==> config.mk <==
export PLATFORM = sky130hd
export DESIGN_NAME = hazard_ctrl_flat
export DESIGN_NICKNAME = d
export VERILOG_FILES = /design/src/rtl/hazard_ctrl_if.sv /design/src/rtl/hazard_ctrl.sv /design/src/flat_wrapper.sv
export SDC_FILE = /design/constraint.sdc
export NUM_CORES = 1
export LEC_CHECK = 0
export CAP_MARGIN = 25
export CORE_MARGIN = 10
export CORE_UTILIZATION = 45
export CTS_CLUSTER_DIAMETER = 30
export DETAILED_ROUTE_END_ITERATION = 8
export PLACE_DENSITY = 0.72
export SKIP_CTS_REPAIR_TIMING = 1
export SYNTH_ARGS = -nofsm -noshare
export SYNTH_HDL_FRONTEND = slang
export SYNTH_SLANG_ARGS = --single-unit
==> constraint.sdc <==
create_clock -name clk -period 4 [get_ports clk]
set_clock_uncertainty 0.1 [all_clocks]
set_input_delay 0.8 -clock clk [delete_from_list [all_inputs] [get_ports clk]]
set_output_delay 0.8 -clock clk [all_outputs]
set_load 0.1 [all_outputs]
==> src/rtl/hazard_ctrl_if.sv <==
// Pipeline-side bundle for the hazard controller: ID/EX control fields and
// the data-memory handshake going in, per-register stall/flush strobes out.
interface hazard_ctrl_if;
  logic [4:0] id_rs1;
  logic [4:0] id_rs2;
  logic       id_use_rs1;
  logic       id_use_rs2;
  logic       ex_mr;
  logic [4:0] ex_regdest;
  logic       ex_br_taken;
  logic       ex_j;
  logic       ex_jr;
  logic       mem_req;
  logic       mem_ready;
  logic       pc_write;
  logic       pc_redirect;
  logic       ifid_write;
  logic       ifid_flush;
  logic       idex_flush;
  logic       pipe_hold;
  logic       memwb_bubble;

  // datapath side: presents pipeline status, consumes strobes
  modport master (
    output id_rs1, id_rs2, id_use_rs1, id_use_rs2, ex_mr, ex_regdest,
           ex_br_taken, ex_j, ex_jr, mem_req, mem_ready,
    input  pc_write, pc_redirect, ifid_write, ifid_flush, idex_flush,
           pipe_hold, memwb_bubble
  );

  // controller side
  modport slave (
    input  id_rs1, id_rs2, id_use_rs1, id_use_rs2, ex_mr, ex_regdest,
           ex_br_taken, ex_j, ex_jr, mem_req, mem_ready,
    output pc_write, pc_redirect, ifid_write, ifid_flush, idex_flush,
           pipe_hold, memwb_bubble
  );
endinterface

==> src/rtl/hazard_ctrl.sv <==
// Sequencing controller for the 5-stage core: load-use stalls, memory-wait
// freeze with watchdog, wrong-path squash on redirects, and saturating
// stall/flush event counters. Strobes are combinational; state is registered.
module hazard_ctrl #(
  parameter int TIMEOUT = 255,
  parameter int CNT_W   = 16
) (
  input  logic             clk,
  input  logic             reset,
  hazard_ctrl_if.slave     hz,
  input  logic             clr_cnt,
  output logic             mem_timeout,
  output logic [1:0]       state,
  output logic [CNT_W-1:0] stall_cnt,
  output logic [CNT_W-1:0] flush_cnt
);
  typedef enum logic [1:0] {
    RUN      = 2'd0,
    MEM_WAIT = 2'd1,
    ERROR    = 2'd2,
    ERR_X    = 2'd3
  } state_e;

  localparam int               WW   = (TIMEOUT < 1) ? 1 : $clog2(TIMEOUT + 1);
  localparam logic [WW-1:0]    TO_W = WW'(TIMEOUT);
  localparam logic [CNT_W-1:0] CMAX = '1;

  state_e           state_q, state_d;
  logic [WW-1:0]    wait_q, wait_d;
  logic [CNT_W-1:0] stall_q, stall_d;
  logic [CNT_W-1:0] flush_q, flush_d;
  logic             to_q, to_d;

  logic mem_stall, redirect, load_use, rs1_hit, rs2_hit;
  logic hold, take_run, stall_inc, flush_inc;

  assign mem_stall = hz.mem_req & ~hz.mem_ready;
  assign redirect  = hz.ex_br_taken | hz.ex_j | hz.ex_jr;
  assign rs1_hit   = hz.id_use_rs1 & (hz.id_rs1 == hz.ex_regdest);
  assign rs2_hit   = hz.id_use_rs2 & (hz.id_rs2 == hz.ex_regdest);
  // x0 is never a real producer, so it cannot create a hazard
  assign load_use  = hz.ex_mr & (hz.ex_regdest != 5'd0) & (rs1_hit | rs2_hit);

  // next-state selection: freeze (hold) vs normal RUN evaluation (take_run)
  always_comb begin
    state_d   = state_q;
    wait_d    = wait_q;
    to_d      = to_q;
    hold      = 1'b0;
    take_run  = 1'b0;
    stall_inc = 1'b0;
    case (state_q)
      RUN: begin
        if (mem_stall) begin
          // redirect ignored: EX is frozen and re-presents it on exit
          hold      = 1'b1;
          stall_inc = 1'b1;
          state_d   = MEM_WAIT;
          wait_d    = WW'(1);
        end else begin
          take_run = 1'b1;
        end
      end
      MEM_WAIT: begin
        if (hz.mem_ready) begin
          // completing cycle acts like RUN and is not a stall cycle
          take_run = 1'b1;
          state_d  = RUN;
          wait_d   = '0;
        end else begin
          hold      = 1'b1;
          stall_inc = 1'b1;
          if (TIMEOUT != 0 && wait_q == TO_W) begin
            state_d = ERROR;
            to_d    = 1'b1;
          end else if (wait_q < TO_W) begin
            wait_d = wait_q + 1'b1;
          end
        end
      end
      default: begin
        // ERROR and the unused encoding: frozen until reset
        hold    = 1'b1;
        state_d = ERROR;
      end
    endcase
    flush_inc = take_run & redirect;
    // load-use under a redirect is moot: the ID instruction is squashed
    if (take_run & ~redirect & load_use) stall_inc = 1'b1;
  end

  // strobe generation, with reset forcing a flushed, non-advancing pipe
  always_comb begin
    hz.pc_write     = 1'b1;
    hz.ifid_write   = 1'b1;
    hz.pc_redirect  = 1'b0;
    hz.ifid_flush   = 1'b0;
    hz.idex_flush   = 1'b0;
    hz.pipe_hold    = 1'b0;
    hz.memwb_bubble = 1'b0;
    if (!reset) begin
      hz.pc_write   = 1'b0;
      hz.ifid_write = 1'b0;
      hz.ifid_flush = 1'b1;
      hz.idex_flush = 1'b1;
    end else if (hold) begin
      hz.pc_write     = 1'b0;
      hz.ifid_write   = 1'b0;
      hz.pipe_hold    = 1'b1;
      hz.memwb_bubble = 1'b1;
    end else if (take_run & redirect) begin
      hz.pc_redirect = 1'b1;
      hz.ifid_flush  = 1'b1;
      hz.idex_flush  = 1'b1;
    end else if (take_run & load_use) begin
      hz.pc_write   = 1'b0;
      hz.ifid_write = 1'b0;
      hz.idex_flush = 1'b1;
    end
  end

  // saturating event counters; clear wins over increment
  always_comb begin
    stall_d = stall_q;
    flush_d = flush_q;
    if (clr_cnt) begin
      stall_d = '0;
      flush_d = '0;
    end else begin
      if (stall_inc && stall_q != CMAX) stall_d = stall_q + 1'b1;
      if (flush_inc && flush_q != CMAX) flush_d = flush_q + 1'b1;
    end
  end

  // state, watchdog and counter registers
  always_ff @(posedge clk or negedge reset) begin
    if (!reset) begin
      state_q <= RUN;
      wait_q  <= '0;
      stall_q <= '0;
      flush_q <= '0;
      to_q    <= 1'b0;
    end else begin
      state_q <= state_d;
      wait_q  <= wait_d;
      stall_q <= stall_d;
      flush_q <= flush_d;
      to_q    <= to_d;
    end
  end

  assign state       = state_q;
  assign stall_cnt   = stall_q;
  assign flush_cnt   = flush_q;
  assign mem_timeout = to_q | state_q[1];
endmodule

==> src/flat_wrapper.sv <==
// flat-port wrapper written by rule: the top's interface ports become plain ports
module hazard_ctrl_flat 
#(
  parameter int TIMEOUT = 255,
  parameter int CNT_W   = 16
)
  (clk, reset, clr_cnt, mem_timeout, state, stall_cnt, flush_cnt, hz_id_rs1, hz_id_rs2, hz_id_use_rs1, hz_id_use_rs2, hz_ex_mr, hz_ex_regdest, hz_ex_br_taken, hz_ex_j, hz_ex_jr, hz_mem_req, hz_mem_ready, hz_pc_write, hz_pc_redirect, hz_ifid_write, hz_ifid_flush, hz_idex_flush, hz_pipe_hold, hz_memwb_bubble);
  hazard_ctrl_if hz_i ();
  input  logic clk;
  input  logic reset;
  input  logic clr_cnt;
  output logic mem_timeout;
  output logic [1:0] state;
  output logic [CNT_W-1:0] stall_cnt;
  output logic [CNT_W-1:0] flush_cnt;
  input wire logic [$bits(hz_i.id_rs1)-1:0] hz_id_rs1;
  input wire logic [$bits(hz_i.id_rs2)-1:0] hz_id_rs2;
  input wire logic [$bits(hz_i.id_use_rs1)-1:0] hz_id_use_rs1;
  input wire logic [$bits(hz_i.id_use_rs2)-1:0] hz_id_use_rs2;
  input wire logic [$bits(hz_i.ex_mr)-1:0] hz_ex_mr;
  input wire logic [$bits(hz_i.ex_regdest)-1:0] hz_ex_regdest;
  input wire logic [$bits(hz_i.ex_br_taken)-1:0] hz_ex_br_taken;
  input wire logic [$bits(hz_i.ex_j)-1:0] hz_ex_j;
  input wire logic [$bits(hz_i.ex_jr)-1:0] hz_ex_jr;
  input wire logic [$bits(hz_i.mem_req)-1:0] hz_mem_req;
  input wire logic [$bits(hz_i.mem_ready)-1:0] hz_mem_ready;
  output wire logic [$bits(hz_i.pc_write)-1:0] hz_pc_write;
  output wire logic [$bits(hz_i.pc_redirect)-1:0] hz_pc_redirect;
  output wire logic [$bits(hz_i.ifid_write)-1:0] hz_ifid_write;
  output wire logic [$bits(hz_i.ifid_flush)-1:0] hz_ifid_flush;
  output wire logic [$bits(hz_i.idex_flush)-1:0] hz_idex_flush;
  output wire logic [$bits(hz_i.pipe_hold)-1:0] hz_pipe_hold;
  output wire logic [$bits(hz_i.memwb_bubble)-1:0] hz_memwb_bubble;
  assign hz_i.id_rs1 = hz_id_rs1;
  assign hz_i.id_rs2 = hz_id_rs2;
  assign hz_i.id_use_rs1 = hz_id_use_rs1;
  assign hz_i.id_use_rs2 = hz_id_use_rs2;
  assign hz_i.ex_mr = hz_ex_mr;
  assign hz_i.ex_regdest = hz_ex_regdest;
  assign hz_i.ex_br_taken = hz_ex_br_taken;
  assign hz_i.ex_j = hz_ex_j;
  assign hz_i.ex_jr = hz_ex_jr;
  assign hz_i.mem_req = hz_mem_req;
  assign hz_i.mem_ready = hz_mem_ready;
  assign hz_pc_write = hz_i.pc_write;
  assign hz_pc_redirect = hz_i.pc_redirect;
  assign hz_ifid_write = hz_i.ifid_write;
  assign hz_ifid_flush = hz_i.ifid_flush;
  assign hz_idex_flush = hz_i.idex_flush;
  assign hz_pipe_hold = hz_i.pipe_hold;
  assign hz_memwb_bubble = hz_i.memwb_bubble;
  hazard_ctrl #(.TIMEOUT(TIMEOUT), .CNT_W(CNT_W)) u_core (.clk(clk), .reset(reset), .hz(hz_i), .clr_cnt(clr_cnt), .mem_timeout(mem_timeout), .state(state), .stall_cnt(stall_cnt), .flush_cnt(flush_cnt));
endmodule
==> results of run 1 <==
[path summary, 6_finish.rpt]
check / end / slack (ps) / cells after the start
max in group asynchronous: u_core.flush_cnt[8] / 2870 / 2
hold / removal: u_core.to_q / 380 / 1
min in group asynchronous: u_core.to_q / 550 / 2
setup reg to reg: u_core.stall_cnt[9] / 1440 / 7
setup / recovery: hz_idex_flush / 480 / 7
hold reg to reg: u_core.to_q / 380 / 1
[power breakdown]
group          internal [mW]  total (mW)  switching (mW)  leakage, nW
combinational         0.0732       0.212           0.139        0.628
clock                  0.183       0.338           0.156       0.0502
sequential             0.444       0.457          0.0132        0.594
[through the flow]
stage          hold WS [ps]  power, mW  util (%)
2_1_floorplan           330      0.602         -
3_3_place_gp            350      0.677      59.7
3_5_place_dp            365      0.679      59.7
4_1_cts                 384       1.02      61.7
5_1_grt                 389       1.05      61.7
6_report                380       1.01      61.7
[cells by family after synthesis]
logic type	after synthesis
and+or+nand+nor	131
AOI/OAI and AO/OA	54
DFF	43
xor gates and xnor gates	27
buffers and inverters	16
muxes	3
adders and majority gates	3
[sequential cells by signal, summed over array words and instances, names as in the netlist]
| register | count |
|---|---|
| u_core.wait_q | 8 |
| u_core.flush_cnt | 16 |
| u_core.to_q | 1 |
| u_core.state | 2 |
| u_core.stall_cnt | 16 |
[final cells by class]
cell class	count	area [um2]	area share, %
Multi-Input combinational cell	218	1330	39.7
Sequential cell	43	1080	32.1
Timing Repair Buffer	70	733	21.8
Tap cell	72	90.1	2.68
Clock buffer	5	68.8	2.05
Clock inverter	2	37.5	1.12
Inverter	5	18.8	0.559
[cells in the final DEF (no fill, tap or decap), types with 4 or more instances in the layout]
cell type        instances
buf_12                   5
and3_1                   4
nand4_1                  7
or4_1                    5
o21ai_1                 10
buf_4                    5
clkbuf_8                 5
nand2_1                 28
clkdlybuf4s50_1         59
nor3_1                  13
inv_1                    5
dfrtp_1                 43
o31ai_1                  6
a21oi_1                 16
or3_1                    4
or3_2                    9
and2_1                   5
nand3_1                 14
xnor2_1                 25
nor2_1                  29
o21ai_0                  9
[per-layer routing]
layer,part of all wire [%],vias to the layer above,track usage (%)
li1,-,1115,-
met1,43,1053,17.7
met2,45,55,20.9
met3,10,6,5.87
met4,1.3,0,4.56
met5,0,-,0
[cells in the mapped netlist, types with 2 or more instances]
cell | n | area [um2]
nor2b_1 | 2 | 12.5
nor3_1 | 13 | 65.1
or3_1 | 4 | 25.0
inv_1 | 5 | 18.8
o21ai_1 | 10 | 50.1
o21ai_0 | 9 | 45.0
and3_1 | 4 | 25.0
or4_1 | 5 | 37.5
o31ai_1 | 6 | 45.0
ha_1 | 3 | 37.5
or3_2 | 9 | 67.6
dfrtp_1 | 43 | 1080
nand4_1 | 7 | 43.8
clkbuf_1 | 5 | 18.8
xor2_1 | 2 | 17.5
or2_2 | 3 | 18.8
nor2_1 | 29 | 109
nand2_1 | 28 | 105
nor4_1 | 2 | 12.5
a21oi_1 | 16 | 80.1
a21oi_2 | 2 | 17.5
buf_4 | 2 | 15.0
nand3_1 | 14 | 70.1
xnor2_1 | 25 | 219
and2_1 | 5 | 31.3
mux2i_1 | 2 | 20.0
and4_1 | 2 | 17.5
==> qor.txt, run 1 <==
vias in the first global route: 2097
FF+latch count, synth: 43
TritonRoute pass-1 iters: 4
MaxCap Viol Count: 0
Cell Area, Placed: 3250 um2
layout cells sized above 1: 11.4%
PD cells: 300 nW/um2
critical path capture point type: output pin
Compound-Gate Fraction of Synth Area: 13.6%
Critical path buffers and inverters: 2
Fin Setup TNS: 0 ps
clock buffer depth: 2
YS warnings: 0
Area Growth Syn to Fin: 34.8%
worst skew pair latency: 300 ps
vias per inst: 5.37
r2r startpoint: u_core.stall_cnt[0]
clk root buf: clkbuf_8
vias: 2229
Syn Inst Count: 277
Worst Path Required: 3100 ps
Slew @ Worst Pin: 1000 ps
RSZ-0062 raised after global routing: false
Synth Area in Simple Gates: 27.2%
CP max FO: 3
Place WS: 457 ps
die area: 8910 um2
final hold viol count: 0
Final Cycle Share: 88.1%
CTS tree: yes
FP Rows: 27
Tot GR Track Use: 13.9%
per-cell routed wire length: 14.9 um
Detailed Route Iter0 Violations: 149
XOR/XNOR share of the synthesized area: 9.50%
fillers: 486
fin worst setup slack: 478 ps
Num CTS Buffers: 5
Inst Count DP: 408
Pleak: 1.27 nW
initial antenna violation count: 0
final setup fails: 0
grt total ovfl: 0
starting density of the core: 45.8%
Arr. time, crit path: 2620 ps
Core Area: 5440 um2
fin cells: 415
clock sinks: 43
IO Pins: 68
class of the worst hold path: reg -> reg
sequence of cells on the critical path: clkdlybuf4s50_1 -> xnor2_1 -> nand4_1 -> o22ai_1 -> nand2_1 -> o311ai_2 -> buf_12
Post-DRT Antenna Nets: 0
post-synthesis sequential area ratio: 43.2%
Post-synth EDFFs: 0
largest family of logic cells by synthesized area: simple AND/OR/NAND/NOR gates
status: finished, final reports clean
nets: 372
H-tree Lvls: 2
fmax: 284 MHz
mux cell area share after synthesis: 1.26%
ant diodes: 0
Slew HR: 33.1%
syn_area_per_cell: 8.99 um2
CP max stage cell: clkdlybuf4s50_1
HP Start: u_core.to_q
Detailed Place HPWL: 4.56 mm
WS Path Type: in -> out
first-pass GRT wire length: 10.1 mm
asr flop ratio synth: 100%
routed wire length: 6.16 mm
Top FF cell, synth: dfrtp_1
largest net degree at the start of global routing: 44
GPL Wtd Cong: 0.878
min cycle time layout: 3520 ps
Cell variety after synth: 47
Net Count, Synth: 306
Mapped Area: 2490 um2
Max Slew Vio Count: 0
startpoint types: input port
adder-cell share of the synthesized area: 1.51%
Crit path largest cell delay: 550 ps
Worst-path clk slew: 80 ps
cell family with most CP delay: buffers and inverters
input/output buffers: 67
Worst Setup SP: hz_ex_regdest[4]
Peak VDD IR: 0.000199 V
chip width: 94.4 um
DIE HEIGHT: 94.4 um
Post-Layout Inst Area: 3360 um2
# DRC: 0
Note: power is estimated with default switching activity, not from simulation.
==> run 2, diff against run 1 <==
Settings changed: CORE_ASPECT_RATIO set to 1.1.
==> qor.txt, run 2 (synthesis gave the netlist of run 1 again) <==
status: finished, final reports clean
fmax: 281 MHz
Peak VDD IR: 0.000257 V
Worst-path clk slew: 80 ps
largest net degree at the start of global routing: 29
Detailed Route Iter0 Violations: 133
Critical path buffers and inverters: 2
Worst R2R End: u_core.stall_cnt[9]
clock share of power: 29.1%
per-cell routed wire length: 15.1 um
P_sw: 0.291 mW
Area Growth Syn to Fin: 34.6%
clk root buf: clkbuf_8
fillers: 480
chip width: 90.9 um
die area: 8910 um2
commonest non-fill, non-tap cell in the layout: clkdlybuf4s50_1
Arr. time, crit path: 2660 ps
Post-DRT Antenna Nets: 0
initial antenna violation count: 0
hold depth: 1
worst r2r path cells: 7
GPL Wtd Cong: 0.801
Int Pwr: 0.654 mW
IO Pins: 68
vias in the first global route: 2280
switch share: 30.8%
combinational power share: 22.6%
nets: 373
register area: 1080 um2
first-pass GRT wire length: 11.0 mm
final hold slack: 389 ps
clock buffer depth: 2
input/output buffers: 67
H-tree Lvls: 2
vias per inst: 5.37
Slew @ Worst Pin: 1000 ps
vias: 2249
starting density of the core: 46.5%
final setup fails: 0
Hold Path End: u_core.to_q
CTS tree: yes
critical path capture point type: output pin
Max Slew Vio Count: 0
sequence of cells on the critical path: clkdlybuf4s50_1 -> xnor2_1 -> nand4_1 -> o22ai_1 -> nand2_1 -> o311ai_2 -> buf_12
HP Start: u_core.to_q
Reg power frac: 48.3%
Pleak: 1.27 nW
area of the multi-input gates: 1330 um2
reg2reg setup slack: 1480 ps
r2r startpoint: u_core.stall_cnt[0]
ant diodes: 0
Worst Path Required: 3100 ps
PD cells: 282 nW/um2
MaxCap Viol Count: 0
worst skew pair latency: 290 ps
Num CTS Buffers: 5
layout cells sized above 1: 11.6%
min cycle time layout: 3560 ps
Fin Setup TNS: 0 ps
Detailed Place HPWL: 4.89 mm
Tot GR Track Use: 14.6%
Crit path largest cell delay: 540 ps
final hold viol count: 0
FP Rows: 28
DIE HEIGHT: 98.0 um
highest-count cells in the layout ignoring fill and taps: clkdlybuf4s50_1, dfrtp_1, nor2_1
class of the worst hold path: reg -> reg
routed wire length: 6.33 mm
WS Path Type: in -> out
cell family with most CP delay: buffers and inverters
# DRC: 0
CP max stage cell: clkdlybuf4s50_1
startpoint types: input port
Slew HR: 33.0%
Final Cycle Share: 89.0%
clock sinks: 43
CP max FO: 3
Core Area: 5360 um2
TritonRoute pass-1 iters: 4
RSZ-0062 raised after global routing: false
grt total ovfl: 0
## run 2: cell types whose count changed in the layout (fill, tap and decap cells not counted)
cell,delta
clkinv_2,+1
clkinvlp_4,-1
buf_6,+1
clkbuf_8,+1
bufinv_16,-1
## run 2: worst max path at each step
stage,start,endpoint,slack [ps],cells after the start
detailed placement,hz_ex_regdest[2],hz_idex_flush,430,7
CTS,hz_ex_regdest[2],hz_idex_flush,420,7
floorplan,hz_ex_regdest[1],hz_idex_flush,270,5
global route,hz_ex_regdest[2],hz_idex_flush,300,7
finish,hz_ex_regdest[2],hz_idex_flush,440,7
global placement,hz_ex_regdest[2],hz_idex_flush,490,7
## run 2: area by class of cell
| type | count | share of cell area (%) |
|---|---|---|
| Timing Repair Buffer | 71 | 22.2 |
| Tap cell | 75 | 2.80 |
| Multi-Input combinational cell | 218 | 39.7 |
| Sequential cell | 43 | 32.1 |
| Clock buffer | 6 | 2.46 |
| Clock inverter | 1 | 0.149 |
| Inverter | 5 | 0.560 |
## run 2: per-layer routing
layer | global-route usage, % | vias to the layer above | share of wire, %
met2 | 23.5 | 61 | 46
met5 | 0 | - | 0
met1 | 19.2 | 1068 | 49
met4 | 3.62 | 0 | 0.96
met3 | 3.29 | 7 | 3.9
li1 | - | 1113 | -
## run 2: stage by stage
step	instance area [um2]	instances	setup slack, ps	power [mW]	utilization, %
6_report	3350	419	440	0.944	62.5
5_1_grt	3350	419	297	0.988	62.5
4_1_cts	3350	419	423	0.961	62.5
3_5_place_dp	3260	412	429	0.681	60.9
3_3_place_gp	3250	411	485	0.678	60.7
2_1_floorplan	2500	277	269	0.602	-
## run 2: power by group through the flow
stage	logic, mW	registers, mW	clock network, mW
CTS	0.216	0.456	0.289
global route	0.229	0.458	0.301
floorplan	0.0979	0.504	0
detailed placement	0.216	0.465	0
finish	0.213	0.456	0.275
global placement	0.213	0.465	0
